===== src/rtl/operand_loader_if.sv =====
// Operand loader bus: switch/load/handshake inputs and registered operand outputs.
//   sw_data[4:0], sw_cin  : operand value and carry-in to capture
//   load, clear, ack      : load request level, sequence abandon, downstream consumed
//   a0..a4, b0..b4, cin   : registered operand A, operand B, carry-in (bit 0 = LSB)
//   op_valid              : complete, stable operand set present
//   state[1:0]            : current FSM encoding for LED display
// master = stimulus side, slave = operand_loader side.
interface operand_loader_if;
  logic [4:0] sw_data;
  logic       sw_cin;
  logic       load;
  logic       clear;
  logic       ack;
  logic       a0, a1, a2, a3, a4;
  logic       b0, b1, b2, b3, b4;
  logic       cin;
  logic       op_valid;
  logic [1:0] state;

  modport master (
    output sw_data, sw_cin, load, clear, ack,
    input  a0, a1, a2, a3, a4, b0, b1, b2, b3, b4, cin, op_valid, state
  );

  modport slave (
    input  sw_data, sw_cin, load, clear, ack,
    output a0, a1, a2, a3, a4, b0, b1, b2, b3, b4, cin, op_valid, state
  );
endinterface


===== src/rtl/operand_loader.sv =====
// operand_loader: captures two 5-bit operands and a carry-in from switches on
// successive load rising edges, then holds them (op_valid) until the downstream
// adder acknowledges.
// Ports:
//   clk    : clock, all state updates on rising edge
//   rst_n  : synchronous active-low reset (priority over clear)
//   bus    : operand_loader_if.slave (sw_data, sw_cin, load, clear, ack in;
//            a0..a4, b0..b4, cin, op_valid, state out)
// Parameter DB_CYCLES: stable cycles required by the load debouncer.
// Optional macro LOAD_DEBOUNCE_EN: adds a 2-flop synchronizer and counter
// filter on load; without it, edge detection acts on raw load.
module operand_loader #(
  parameter int unsigned DB_CYCLES = 4
) (
  input logic              clk,
  input logic              rst_n,
  operand_loader_if.slave  bus
);

  typedef enum logic [1:0] {
    LOAD_A = 2'b00,
    LOAD_B = 2'b01,
    FULL   = 2'b10
  } state_t;

  state_t     r_state;
  state_t     w_next;
  logic       r_load_q;
  logic       w_load_lvl;
  logic       w_load_edge;
  logic       w_cap_a;
  logic       w_cap_b;
  logic [4:0] r_a;
  logic [4:0] r_b;
  logic       r_cin;

`ifdef LOAD_DEBOUNCE_EN
  localparam int unsigned CW = $clog2(DB_CYCLES + 1);

  logic          r_sync1;
  logic          r_sync2;
  logic          r_filt;
  logic [CW-1:0] r_db_cnt;

  // Filtered level flips on the DB_CYCLES-th consecutive clock on which the
  // synchronized level disagrees with it; any agreement restarts the count.
  always_ff @(posedge clk) begin
    if (!rst_n) begin
      r_sync1  <= 1'b0;
      r_sync2  <= 1'b0;
      r_filt   <= 1'b0;
      r_db_cnt <= '0;
    end else begin
      r_sync1 <= bus.load;
      r_sync2 <= r_sync1;
      if (r_sync2 != r_filt) begin
        if (r_db_cnt == CW'(DB_CYCLES - 1)) begin
          r_filt   <= r_sync2;
          r_db_cnt <= '0;
        end else begin
          r_db_cnt <= r_db_cnt + 1'b1;
        end
      end else begin
        r_db_cnt <= '0;
      end
    end
  end

  assign w_load_lvl = r_filt;
`else
  logic w_unused_db;
  assign w_unused_db = |DB_CYCLES;
  assign w_load_lvl  = bus.load;
`endif

  assign w_load_edge = w_load_lvl & ~r_load_q;

  always_ff @(posedge clk) begin
    if (!rst_n) begin
      r_state  <= LOAD_A;
      r_load_q <= 1'b0;
    end else begin
      r_state  <= w_next;
      r_load_q <= w_load_lvl;
    end
  end

  always_comb begin
    w_next  = r_state;
    w_cap_a = 1'b0;
    w_cap_b = 1'b0;
    if (bus.clear) begin
      w_next = LOAD_A;
    end else begin
      case (r_state)
        LOAD_A: if (w_load_edge) begin
          w_cap_a = 1'b1;
          w_next  = LOAD_B;
        end
        LOAD_B: if (w_load_edge) begin
          w_cap_b = 1'b1;
          w_next  = FULL;
        end
        // Load edges are ignored here, including one coincident with ack.
        FULL:   if (bus.ack) w_next = LOAD_A;
        default: w_next = LOAD_A;
      endcase
    end
  end

  always_ff @(posedge clk) begin
    if (!rst_n || bus.clear) begin
      r_a   <= '0;
      r_b   <= '0;
      r_cin <= 1'b0;
    end else begin
      if (w_cap_a) r_a <= bus.sw_data;
      if (w_cap_b) begin
        r_b   <= bus.sw_data;
        r_cin <= bus.sw_cin;
      end
    end
  end

  assign bus.a0       = r_a[0];
  assign bus.a1       = r_a[1];
  assign bus.a2       = r_a[2];
  assign bus.a3       = r_a[3];
  assign bus.a4       = r_a[4];
  assign bus.b0       = r_b[0];
  assign bus.b1       = r_b[1];
  assign bus.b2       = r_b[2];
  assign bus.b3       = r_b[3];
  assign bus.b4       = r_b[4];
  assign bus.cin      = r_cin;
  // FULL is entered exactly when the set completes and left on ack/clear/reset.
  assign bus.op_valid = (r_state == FULL);
  assign bus.state    = r_state;

endmodule


===== src/flat_wrapper.sv =====
// flat-port wrapper written by rule: the top's interface ports become plain ports
module operand_loader_flat 
#(
  parameter int unsigned DB_CYCLES = 4
)
  (clk, rst_n, bus_sw_data, bus_sw_cin, bus_load, bus_clear, bus_ack, bus_a0, bus_a1, bus_a2, bus_a3, bus_a4, bus_b0, bus_b1, bus_b2, bus_b3, bus_b4, bus_cin, bus_op_valid, bus_state);
  operand_loader_if bus_i ();
  input logic clk;
  input logic rst_n;
  input wire logic [$bits(bus_i.sw_data)-1:0] bus_sw_data;
  input wire logic [$bits(bus_i.sw_cin)-1:0] bus_sw_cin;
  input wire logic [$bits(bus_i.load)-1:0] bus_load;
  input wire logic [$bits(bus_i.clear)-1:0] bus_clear;
  input wire logic [$bits(bus_i.ack)-1:0] bus_ack;
  output wire logic [$bits(bus_i.a0)-1:0] bus_a0;
  output wire logic [$bits(bus_i.a1)-1:0] bus_a1;
  output wire logic [$bits(bus_i.a2)-1:0] bus_a2;
  output wire logic [$bits(bus_i.a3)-1:0] bus_a3;
  output wire logic [$bits(bus_i.a4)-1:0] bus_a4;
  output wire logic [$bits(bus_i.b0)-1:0] bus_b0;
  output wire logic [$bits(bus_i.b1)-1:0] bus_b1;
  output wire logic [$bits(bus_i.b2)-1:0] bus_b2;
  output wire logic [$bits(bus_i.b3)-1:0] bus_b3;
  output wire logic [$bits(bus_i.b4)-1:0] bus_b4;
  output wire logic [$bits(bus_i.cin)-1:0] bus_cin;
  output wire logic [$bits(bus_i.op_valid)-1:0] bus_op_valid;
  output wire logic [$bits(bus_i.state)-1:0] bus_state;
  assign bus_i.sw_data = bus_sw_data;
  assign bus_i.sw_cin = bus_sw_cin;
  assign bus_i.load = bus_load;
  assign bus_i.clear = bus_clear;
  assign bus_i.ack = bus_ack;
  assign bus_a0 = bus_i.a0;
  assign bus_a1 = bus_i.a1;
  assign bus_a2 = bus_i.a2;
  assign bus_a3 = bus_i.a3;
  assign bus_a4 = bus_i.a4;
  assign bus_b0 = bus_i.b0;
  assign bus_b1 = bus_i.b1;
  assign bus_b2 = bus_i.b2;
  assign bus_b3 = bus_i.b3;
  assign bus_b4 = bus_i.b4;
  assign bus_cin = bus_i.cin;
  assign bus_op_valid = bus_i.op_valid;
  assign bus_state = bus_i.state;
  operand_loader #(.DB_CYCLES(DB_CYCLES)) u_core (.clk(clk), .rst_n(rst_n), .bus(bus_i));
endmodule

===== config.mk =====
export PLATFORM = sky130hd
export DESIGN_NAME = operand_loader_flat
export DESIGN_NICKNAME = d
export VERILOG_FILES = /design/src/rtl/operand_loader_if.sv /design/src/rtl/operand_loader.sv /design/src/flat_wrapper.sv
export SDC_FILE = /design/constraint.sdc
export NUM_CORES = 1
export LEC_CHECK = 0
export CORE_MARGIN = 2
export CORE_UTILIZATION = 36
export DETAILED_ROUTE_END_ITERATION = 10
export GPL_TIMING_DRIVEN = 0
export PLACE_DENSITY = 0.78
export SYNTH_ARGS = -nofsm -noshare
export SYNTH_HDL_FRONTEND = slang
export SYNTH_SLANG_ARGS = --single-unit
export TNS_END_PERCENT = 1

===== constraint.sdc =====
create_clock -name clk -period 1.51 [get_ports clk]
set_clock_uncertainty 0.05 [all_clocks]
set_input_delay 0.2265 -clock clk [delete_from_list [all_inputs] [get_ports clk]]
set_output_delay 0.2265 -clock clk [all_outputs]
set_load 0.005 [all_outputs]

# Word level (Yosys, flattened, before mapping)
# Index checks and enable logic that the tools add are counted.
# W data, S select, Z words.
# word_totals
register_bits	14
out_inout_bits	14
in_bits	11
wordCells	27
# classes
n_mux	9
n_reduce_logical	5
n_bitwise	3
n_eq_ne	5
# op_table
operator	count
$mux W2	3
$pmux W2 S3	1
$mux W1	5
$ne A2 B1 Y1 const B	2
$reduce_and A3 Y1	1
$eq A2 B1 Y1 const B	1
$eq A2 B2 Y1 const B	1
$logic_not A2 Y1	1
$ne A2 B2 Y1 const B	1
$not A1 Y1	2
$reduce_or A2 Y1	1
$and A1 B1 Y1	1
$logic_not A1 Y1	1
$logic_or A1 B1 Y1	1

# Longest topological paths before layout
# Gate-level depths: netlist (run 1).
# depth
word_depth	5
ltp_mapped	4
depth_no_buf	3

# Worst setup path after synthesis (run 1)
# OpenSTA, ideal clock, no wires.
# synth_timing
path_type	register to register
from	reg u_core.r_state[1], in the netlist u_core.bus.state[1]
to	reg u_core.r_a[1]
arrival_time_ns	1.061
setup_time_ns	0.128
n_path_buf	0
required_ns	1.332
period_less_slack_ns	1.238
slack_ns	0.272
path_stages_with_launch	4
cell_sequence	dfxtp_1 > nor4b_4 > mux2i_1 > nor2_1
# synth_via
elab_chain_len	3
# synth_lines
element	line	source
from (decl)	operand_loader.sv:26	state_t r_state;
from (signal assigned)	operand_loader.sv:83	r_state <= w_next;
$logic_not A2 Y1	operand_loader.sv:95	case (r_state)
$mux W1	operand_loader.sv:95	
$mux W1	operand_loader.sv:92	if (bus.clear) begin
to (signal assigned)	operand_loader.sv:117	if (w_cap_a) r_a <= bus.sw_data;
to (decl)	operand_loader.sv:33	logic [4:0] r_a;
# Every way passes these cells.
# A chain may end at the register's enable or synchronous reset.

# Worst setup path after layout (run 1)
# layout_timing
from	reg u_core.r_state[1], in the netlist u_core.bus.state[1]
to	out bus_state[1]
# layout_rtl
element	line	source
to (decl)	flat_wrapper.sv:27	output wire logic [$bits(bus_i.state)-1:0] bus_state;
# No word-level cell between the ends.

==> flow_summary.json, run 1 <==
{
  "status": "completed",
  "cp.arrival_ns": 1.16,
  "synth_ff_type": "dfxtp_1",
  "antenna_found_initial": 0,
  "cp.depth": 1,
  "relSlewSlack_pct": 72.2,
  "post_drt_wl_per_cell_um": 11.2,
  "viasPerCell": 4.67,
  "hold_viol": 0,
  "grt_pass1_wl_um": 1790,
  "critPathBufInv": 1,
  "dpl.hpwl_um": 746,
  "syn_inst": 48,
  "areaGrowthSynthToFinish_pct": 61.1,
  "io_pins": 25,
  "syn-mean-instance-area_um2": 11.0,
  "fmax_ghz": 0.696,
  "netlist_area_um2": 528,
  "cts.root.buffer_cell": "clkbuf_4",
  "die_w_um": 42.3,
  "numClockSinks": 14,
  "cts_buffers": 3,
  "synth-edff-count": 0,
  "grt_setup_unrepaired": "no",
  "dr.pass1.iters": 2,
  "clock_latency_ns": 0.28,
  "p_leak_nw": 0.369,
  "remaining_drc_errors": 0,
  "cts_htree_levels": 1,
  "portBuffers": 24,
  "finalSetupViolCount": 0,
  "cts_buffer_depth": 2,
  "synth_cell_type_count": 14,
  "antenna_left": 0,
  "report.final.slew_viol_count": 0,
  "critical-path-slowest-cell": "clkdlybuf4s50_1",
  "worstSetupEndpointType": "output pin",
  "start_kind": "register",
  "cap_violations": 0,
  "synth_nets": 59,
  "diodes": 0,
  "grt_max_degree": 11,
  "vias": 439,
  "crit_chain": "clkdlybuf4s50_1",
  "globalRouteOverflowTotal": 0,
  "min_period_ns": 1.44,
  "die_area_mm2": 0.00179,
  "async_flop_share_pct": 0,
  "fin_area_um2": 851,
  "synthTopCellsByArea": "dfxtp_1 53%, mux2i_1 21%, nor2_1 7.8%",
  "whs_path_depth": 1,
  "finalWirelength_um": 1050,
  "final_layout_size_suffix_gt1_share_pct": 15.2,
  "clk_pin_slew_ns": 0.08,
  "synth_seq_cells": 14,
  "crit_type": "register to output pin",
  "synth_top_area_share_pct": 53.1,
  "synth_most_common_cell": "dfxtp_1",
  "drt_iter0_markers": 3,
  "nNetsFinal": 91,
  "yosysSeqAreaShare_pct": 53.1,
  "ir_drop_v": 0.000411,
  "required_ns": 1.23,
  "crit_family": "buffers and inverters",
  "slowest_delay_ns": 0.50,
  "row_count": 13,
  "initial_core_util_pct": 39.6,
  "grt_use_total_pct": 13.8,
  "fin_util_pct": 63.8,
  "cts_tree": "built",
  "worst_pin_slew_ns": 0.418,
  "core_mm2": 0.00133,
  "yosysTopAreaCell": "dfxtp_1",
  "timing.final.crit_share_pct": 95.1,
  "grt_pass1_vias": 410,
  "ys.warnings.count": 0,
  "fillers": 107,
  "ctsHoldBuffers": 0,
  "fp.dieH_um": 42.3,
  "hold_class": "register to register",
  "path_max_fanout": 5,
  "rr_worst_depth": 5,
  "power_density_mw_per_mm2": 871,
  "synthTopCellsByCount": "14 x dfxtp_1, 11 x mux2i_1, 11 x nor2_1, 2 x nand2b_1",
  "globalplace.congestion": 0.691,
  "placed_area_um2": 787
}
-- cell families after synthesis --
group / share of synthesized area (%)
XOR/XNOR: 1.66
flip-flops: 53.1
AO/OA/AOI/OAI: 0.947
multiplexers: 20.9
buffers and inverters: 1.66
AND/OR/NAND/NOR: 21.8
-- path summary, 6_finish.rpt --
check / startpoint / to / slack [ns]
max: u_core.bus.state[1] / bus_state[1] / 0.07
min: u_core.bus.state[1] / u_core.bus.state[0] / 0.41
max reg2reg: u_core.bus.state[0] / u_core.r_a[4] / 0.15
min reg2reg: u_core.bus.state[1] / u_core.bus.state[0] / 0.41
-- area by class of cell --
cell class / instances / area, µm² / area share (%)
clock buffers: 4 / 36.3 / 4.26
well taps: 15 / 18.8 / 2.21
flip-flops and latches: 14 / 288 / 33.8
repair buffers: 27 / 260 / 30.6
plain buffers: 2 / 8.76 / 1.03
multi-input cells: 32 / 239 / 28.1
-- placed cells by master, fill, tap and decap left out --
cell type        count
clkbuf_8             1
dlygate4sd2_1        2
a21oi_1              1
nand4bb_1            1
nor3_1               1
dfxtp_1             12
nor2b_1              1
and2_1               1
mux2i_1             11
buf_2                1
dfxtp_4              2
buf_4                3
clkbuf_4             3
and2b_2              1
clkdlybuf4s50_1     22
nor2_1              11
xnor2_1              1
nor4b_4              1
nand2b_1             2
buf_1                1
-- sequential cells by signal (all words and copies together), names as in the netlist --
signal and cells:
u_core.r_a 5, u_core.r_b 5, u_core.bus.state 2, u_core.bus.cin 1, u_core.r_load_q 1
-- routing by layer --
layer	wire length, µm	global-route usage [%]	share of wire (%)	up-vias
li1	-	-	-	223
met5	0	0	0	-
met3	97	7.33	9.2	5
met2	490	19.4	47	16
met4	31	9.38	2.9	0
met1	433	15.9	41	195
-- timing repair --
action | CTS | global route
setup endpoints to repair | 3 | 5
pin swaps | 0 | 1
buffers inserted | 1 | 2
gates resized for setup | 6 | 0
-- power breakdown --
group / internal [W] / total [W] / switching (W)
combinational: 0.0000611 / 0.0000935 / 0.0000324
sequential: 0.000375 / 0.000380 / 0.00000509
clock: 0.000147 / 0.000268 / 0.000121
-- through the flow --
step / hold WS (ns) / instances / power (W) / TNS (ns) / setup slack (ns)
after floorplan: 0.298 / 48 / 0.000430 / 0 / 0.272
after global placement: 0.425 / 87 / 0.000476 / -0.818 / -0.169
after detailed placement: 0.435 / 87 / 0.000477 / -0.856 / -0.179
after CTS: 0.416 / 92 / 0.000751 / 0 / 0.0480
after global routing: 0.430 / 94 / 0.000784 / 0 / 0.0174
final: 0.411 / 94 / 0.000741 / 0 / 0.0741
Power figures use the tool's default switching activity.
==> inputs of run 2 (changes only) <==
Settings changed: GPL_TIMING_DRIVEN 0 to default.
==> run 2 against run 1 <==
Against the previous run: first-iteration DRC count decreased by 67%; sequential power about the same; cell count unchanged; die area unchanged; utilization increased by 0.38 points; non-clock buffer count unchanged; sequential share of layout area decreased by 0.49 points; clock power about the same; combinational power increased by 0.4%; critical path depth unchanged; highest routed layer unchanged; sequential cell count unchanged; global-route usage increased by 0.089 points.
==> flow_summary.json, run 2 (synthesized netlist as in run 1, its figures left out) <==
{
  "cp.arrival_ns": 1.15,
  "core_mm2": 0.00133,
  "report.final.slew_viol_count": 0,
  "antenna_left": 0,
  "initial_core_util_pct": 39.6,
  "switchingPower_w": 0.000160,
  "start_kind": "register",
  "dpl.hpwl_um": 770,
  "status": "completed",
  "ir_drop_v": 0.000643,
  "required_ns": 1.23,
  "cts_buffers": 3,
  "cts_htree_levels": 1,
  "fillers": 115,
  "crit_type": "register to output pin",
  "grt_setup_unrepaired": "no",
  "worst_pin_slew_ns": 0.161,
  "globalplace.congestion": 0.688,
  "final_layout_size_suffix_gt1_share_pct": 16.5,
  "p_leak_nw": 0.370,
  "numClockSinks": 14,
  "cap_violations": 0,
  "viasPerCell": 4.53,
  "row_count": 13,
  "grt_pass1_vias": 425,
  "diodes": 0,
  "grt_use_total_pct": 13.9,
  "dr.pass1.iters": 2,
  "grt_max_degree": 14,
  "globalRouteOverflowTotal": 0,
  "fin_area_um2": 856,
  "die_area_mm2": 0.00179,
  "portBuffers": 24,
  "ctsHoldBuffers": 0,
  "fmax_ghz": 0.699,
  "power.internal_w": 0.000585,
  "combPwrFrac_pct": 12.6,
  "min_period_ns": 1.43,
  "cts.root.buffer_cell": "clkbuf_4",
  "dp_cells": 90,
  "finalWirelength_um": 1130,
  "die_w_um": 42.3,
  "timing.final.crit_share_pct": 94.7,
  "hold_viol": 0,
  "post_drt_wl_per_cell_um": 12.0,
  "p_clk_share_pct": 36.2,
  "cts_buffer_depth": 2,
  "final_cell_mix": "23 x clkdlybuf4s50_1, 12 x dfxtp_1, 11 x mux2i_1, 11 x nor2_1, 5 x buf_4",
  "drt_iter0_markers": 1,
  "crit_chain": "clkdlybuf4s50_1",
  "grt_pass1_wl_um": 1880,
  "io_pins": 25,
  "whs_path_depth": 1,
  "power_density_mw_per_mm2": 871,
  "hold_class": "register to register",
  "layout_commonest_cell": "clkdlybuf4s50_1",
  "clock_latency_ns": 0.27,
  "relSlewSlack_pct": 89.0,
  "critical-path-slowest-cell": "clkdlybuf4s50_1",
  "p_total_w": 0.000745,
  "vias": 426,
  "antenna_found_initial": 0,
  "crit_family": "buffers and inverters",
  "clk_pin_slew_ns": 0.09,
  "seqPwrFrac_pct": 51.2,
  "cp.depth": 1,
  "fp.dieH_um": 42.3,
  "nNetsFinal": 91,
  "placed_area_um2": 816,
  "worstSetupEndpointType": "output pin",
  "cts_tree": "built",
  "critPathBufInv": 1,
  "fin_util_pct": 64.2,
  "remaining_drc_errors": 0,
  "p_sw_share_pct": 21.5,
  "slowest_delay_ns": 0.50,
  "layout.cells.non_filler": 94,
  "finalSetupViolCount": 0,
  "areaGrowthSynthToFinish_pct": 62.1,
  "path_max_fanout": 5,
  "rr_worst_depth": 5
}
## run 2: metal layers
| layer | track usage, % | part of all wire [%] |
|---|---|---|
| met3 | 4.74 | 6.7 |
| met2 | 20.9 | 45 |
| met1 | 17.2 | 47 |
| met4 | 7.50 | 0.53 |
| met5 | 0 | 0 |
## run 2: timing repair
action,in CTS,in global routing
endpoints found under the setup margin,2,0
buffers inserted,0,0
gates resized for setup,4,0
## run 2: area by class of cell
cell class	count	area (µm²)	area share [%]
well taps	15	18.8	2.19
flip-flops and latches	14	285	33.3
repair buffers	29	277	32.3
multi-input cells	32	239	27.9
clock buffers	4	36.3	4.24
## run 2: power groups by stage
stage | sequential (W) | clock (W) | combinational (W)
after global placement | 0.000392 | 0 | 0.0000932
after detailed placement | 0.000392 | 0 | 0.0000938
after floorplan | 0.000393 | 0 | 0.0000367
after global routing | 0.000383 | 0.000294 | 0.000102
final | 0.000382 | 0.000270 | 0.0000939
after CTS | 0.000382 | 0.000275 | 0.0000946
## run 2: worst paths after layout
kind,from,to,slack (ns)
max,u_core.bus.state[1],bus_state[1],0.08
min,u_core.bus.state[1],u_core.bus.state[0],0.42
max reg2reg,u_core.bus.state[0],u_core.r_a[0],0.21
min reg2reg,u_core.bus.state[1],u_core.bus.state[0],0.42
## run 2: stage by stage
stage / setup TNS (ns) / worst slack, ns / hold WS, ns
2_1_floorplan: 0 / 0.272 / 0.298
3_3_place_gp: -0.00214 / -0.00214 / 0.427
3_5_place_dp: -0.0393 / -0.0170 / 0.437
4_1_cts: 0 / 0.0703 / 0.418
5_1_grt: 0 / 0.0474 / 0.434
6_report: 0 / 0.0796 / 0.419
==> inputs of run 3 (changes only) <==
Settings changed: PLACE_DENSITY 0.78 to 0.73.
Clock period 1.51 ns to 1.4 ns, I/O delays scaled along.
==> run 3 against run 2 <==
Against the previous run: die area did not move; clock power fell by 17%; first-iteration DRC count grew to 3.0 times the previous value; combinational power is 9% higher; largest cell class is now non-clock buffers.
==> flow_summary.json, run 3 (synthesized netlist as in run 1, its figures left out) <==
{
  "post_cts_buffers": 0,
  "placed_area_um2": 823,
  "relSlewSlack_pct": 83.4,
  "worstSetupEndpointType": "output pin",
  "grt_pass1_wl_um": 2190,
  "viasPerCell": 4.67,
  "cp.depth": 1,
  "min_period_ns": 1.37,
  "layout.cells.non_filler": 94,
  "worst_pin_slew_ns": 0.248,
  "fin_area_um2": 878,
  "crit_family": "buffers and inverters",
  "rr_startpoint": "u_core.bus.state[0]",
  "grt_use_total_pct": 16.6,
  "power_density_mw_per_mm2": 842,
  "path_max_fanout": 2,
  "final_cell_mix": "14 x clkdlybuf4s50_1, 11 x mux2i_1, 11 x nor2_1",
  "row_count": 13,
  "fp.dieH_um": 42.3,
  "ir_drop_v": 0.000490,
  "critical-path-slowest-cell": "clkdlybuf4s50_1",
  "nNetsFinal": 92,
  "areaGrowthSynthToFinish_pct": 66.4,
  "fmax_ghz": 0.732,
  "grt_max_degree": 8,
  "slowest_delay_ns": 0.49,
  "report.final.slew_viol_count": 0,
  "layout_commonest_cell": "clkdlybuf4s50_1",
  "finalSetupViolCount": 0,
  "cts_htree_levels": 1,
  "vias": 439,
  "final_layout_size_suffix_gt1_share_pct": 25.3,
  "die_area_mm2": 0.00179,
  "clock_latency_ns": 0.27,
  "status": "completed",
  "setup-tns-final_ns": 0,
  "cap_violations": 0,
  "clk_pin_slew_ns": 0.08,
  "remaining_drc_errors": 0,
  "drt_iter0_markers": 3,
  "portBuffers": 24,
  "cts_tree": "built",
  "worst_r2r_endpoint": "u_core.r_a[2]",
  "globalplace.congestion": 0.674,
  "antenna_left": 0,
  "critPathBufInv": 1,
  "crit_path_end": "bus_a0",
  "timing.final.crit_share_pct": 97.5,
  "antenna_found_initial": 0,
  "required_ns": 1.14,
  "finalWirelength_um": 1200,
  "crit_path_start": "u_core.r_a[0]",
  "fin_util_pct": 65.9,
  "grt_pass1_vias": 496,
  "p_leak_nw": 0.516,
  "cts_buffers": 3,
  "crit_chain": "clkdlybuf4s50_1",
  "cts.root.buffer_cell": "clkbuf_4",
  "cp.arrival_ns": 1.11,
  "hold_viol": 0,
  "io_pins": 25,
  "crit_type": "register to output pin",
  "dr.pass1.iters": 2,
  "globalRouteOverflowTotal": 0,
  "numClockSinks": 14,
  "core_mm2": 0.00133,
  "dpl.hpwl_um": 883,
  "die_w_um": 42.3,
  "setup_slack_ns": 0.0345,
  "r2r_slack_ns": 0.08,
  "cts_buffer_depth": 2,
  "grt_setup_unrepaired": "yes",
  "dp_cells": 91,
  "initial_core_util_pct": 39.6,
  "start_kind": "register",
  "rr_worst_depth": 5,
  "diodes": 0,
  "hold_class": "register to register",
  "pre_cts_ws_ns": -0.134,
  "post_drt_wl_per_cell_um": 12.7
}
==> run 3: routing by layer <==
layer  vias to the layer above  GRT usage [%]  part of all wire [%]
li1                        222              -                     -
met1                       202           19.7                    44
met2                        13           25.5                    48
met3                         2           4.74                   5.9
met4                         0           11.3                   1.8
met5                         -              0                     0
==> run 3: how the worst min path moves through the flow <==
| stage | from | to | cells after the start |
|---|---|---|---|
| 6_report | u_core.bus.state[1] | u_core.bus.state[0] | 1 |
| 5_1_grt | u_core.bus.state[1] | u_core.bus.state[0] | 1 |
| 4_1_cts | u_core.bus.state[1] | u_core.bus.state[0] | 1 |
| 3_5_place_dp | u_core.r_b[1] | u_core.r_b[1] | 2 |
| 3_3_place_gp | u_core.bus.cin | u_core.bus.cin | 2 |
| 2_1_floorplan | bus_load | u_core.r_load_q | 1 |
==> run 3: final cells by class <==
class                      instances  area (µm²)
clock buffer                       3        22.5
fill                             108         455
multi-input combinational         32         239
sequential                        14         294
tap                               15        18.8
timing repair buffer              30         304
==> run 3: power breakdown <==
group          internal (W)  switching [W]
sequential         0.000406     0.00000668
combinational     0.0000674      0.0000342
clock             0.0000996       0.000126
==> run 3: per-stage QoR <==
stage          hold slack [ns]  power, W
3_5_place_dp             0.435  0.000527
4_1_cts                  0.420  0.000748
3_3_place_gp             0.429  0.000526
2_1_floorplan            0.282  0.000463
5_1_grt                  0.445  0.000774
6_report                 0.417  0.000739
==> run 3: repair_timing <==
item / in CTS / in global routing
hold buffers: 0 / 0
gates resized for setup: 5 / 16
setup endpoints to repair: 3 / 15
gates cloned: 0 / 0
pin swaps: 0 / 1
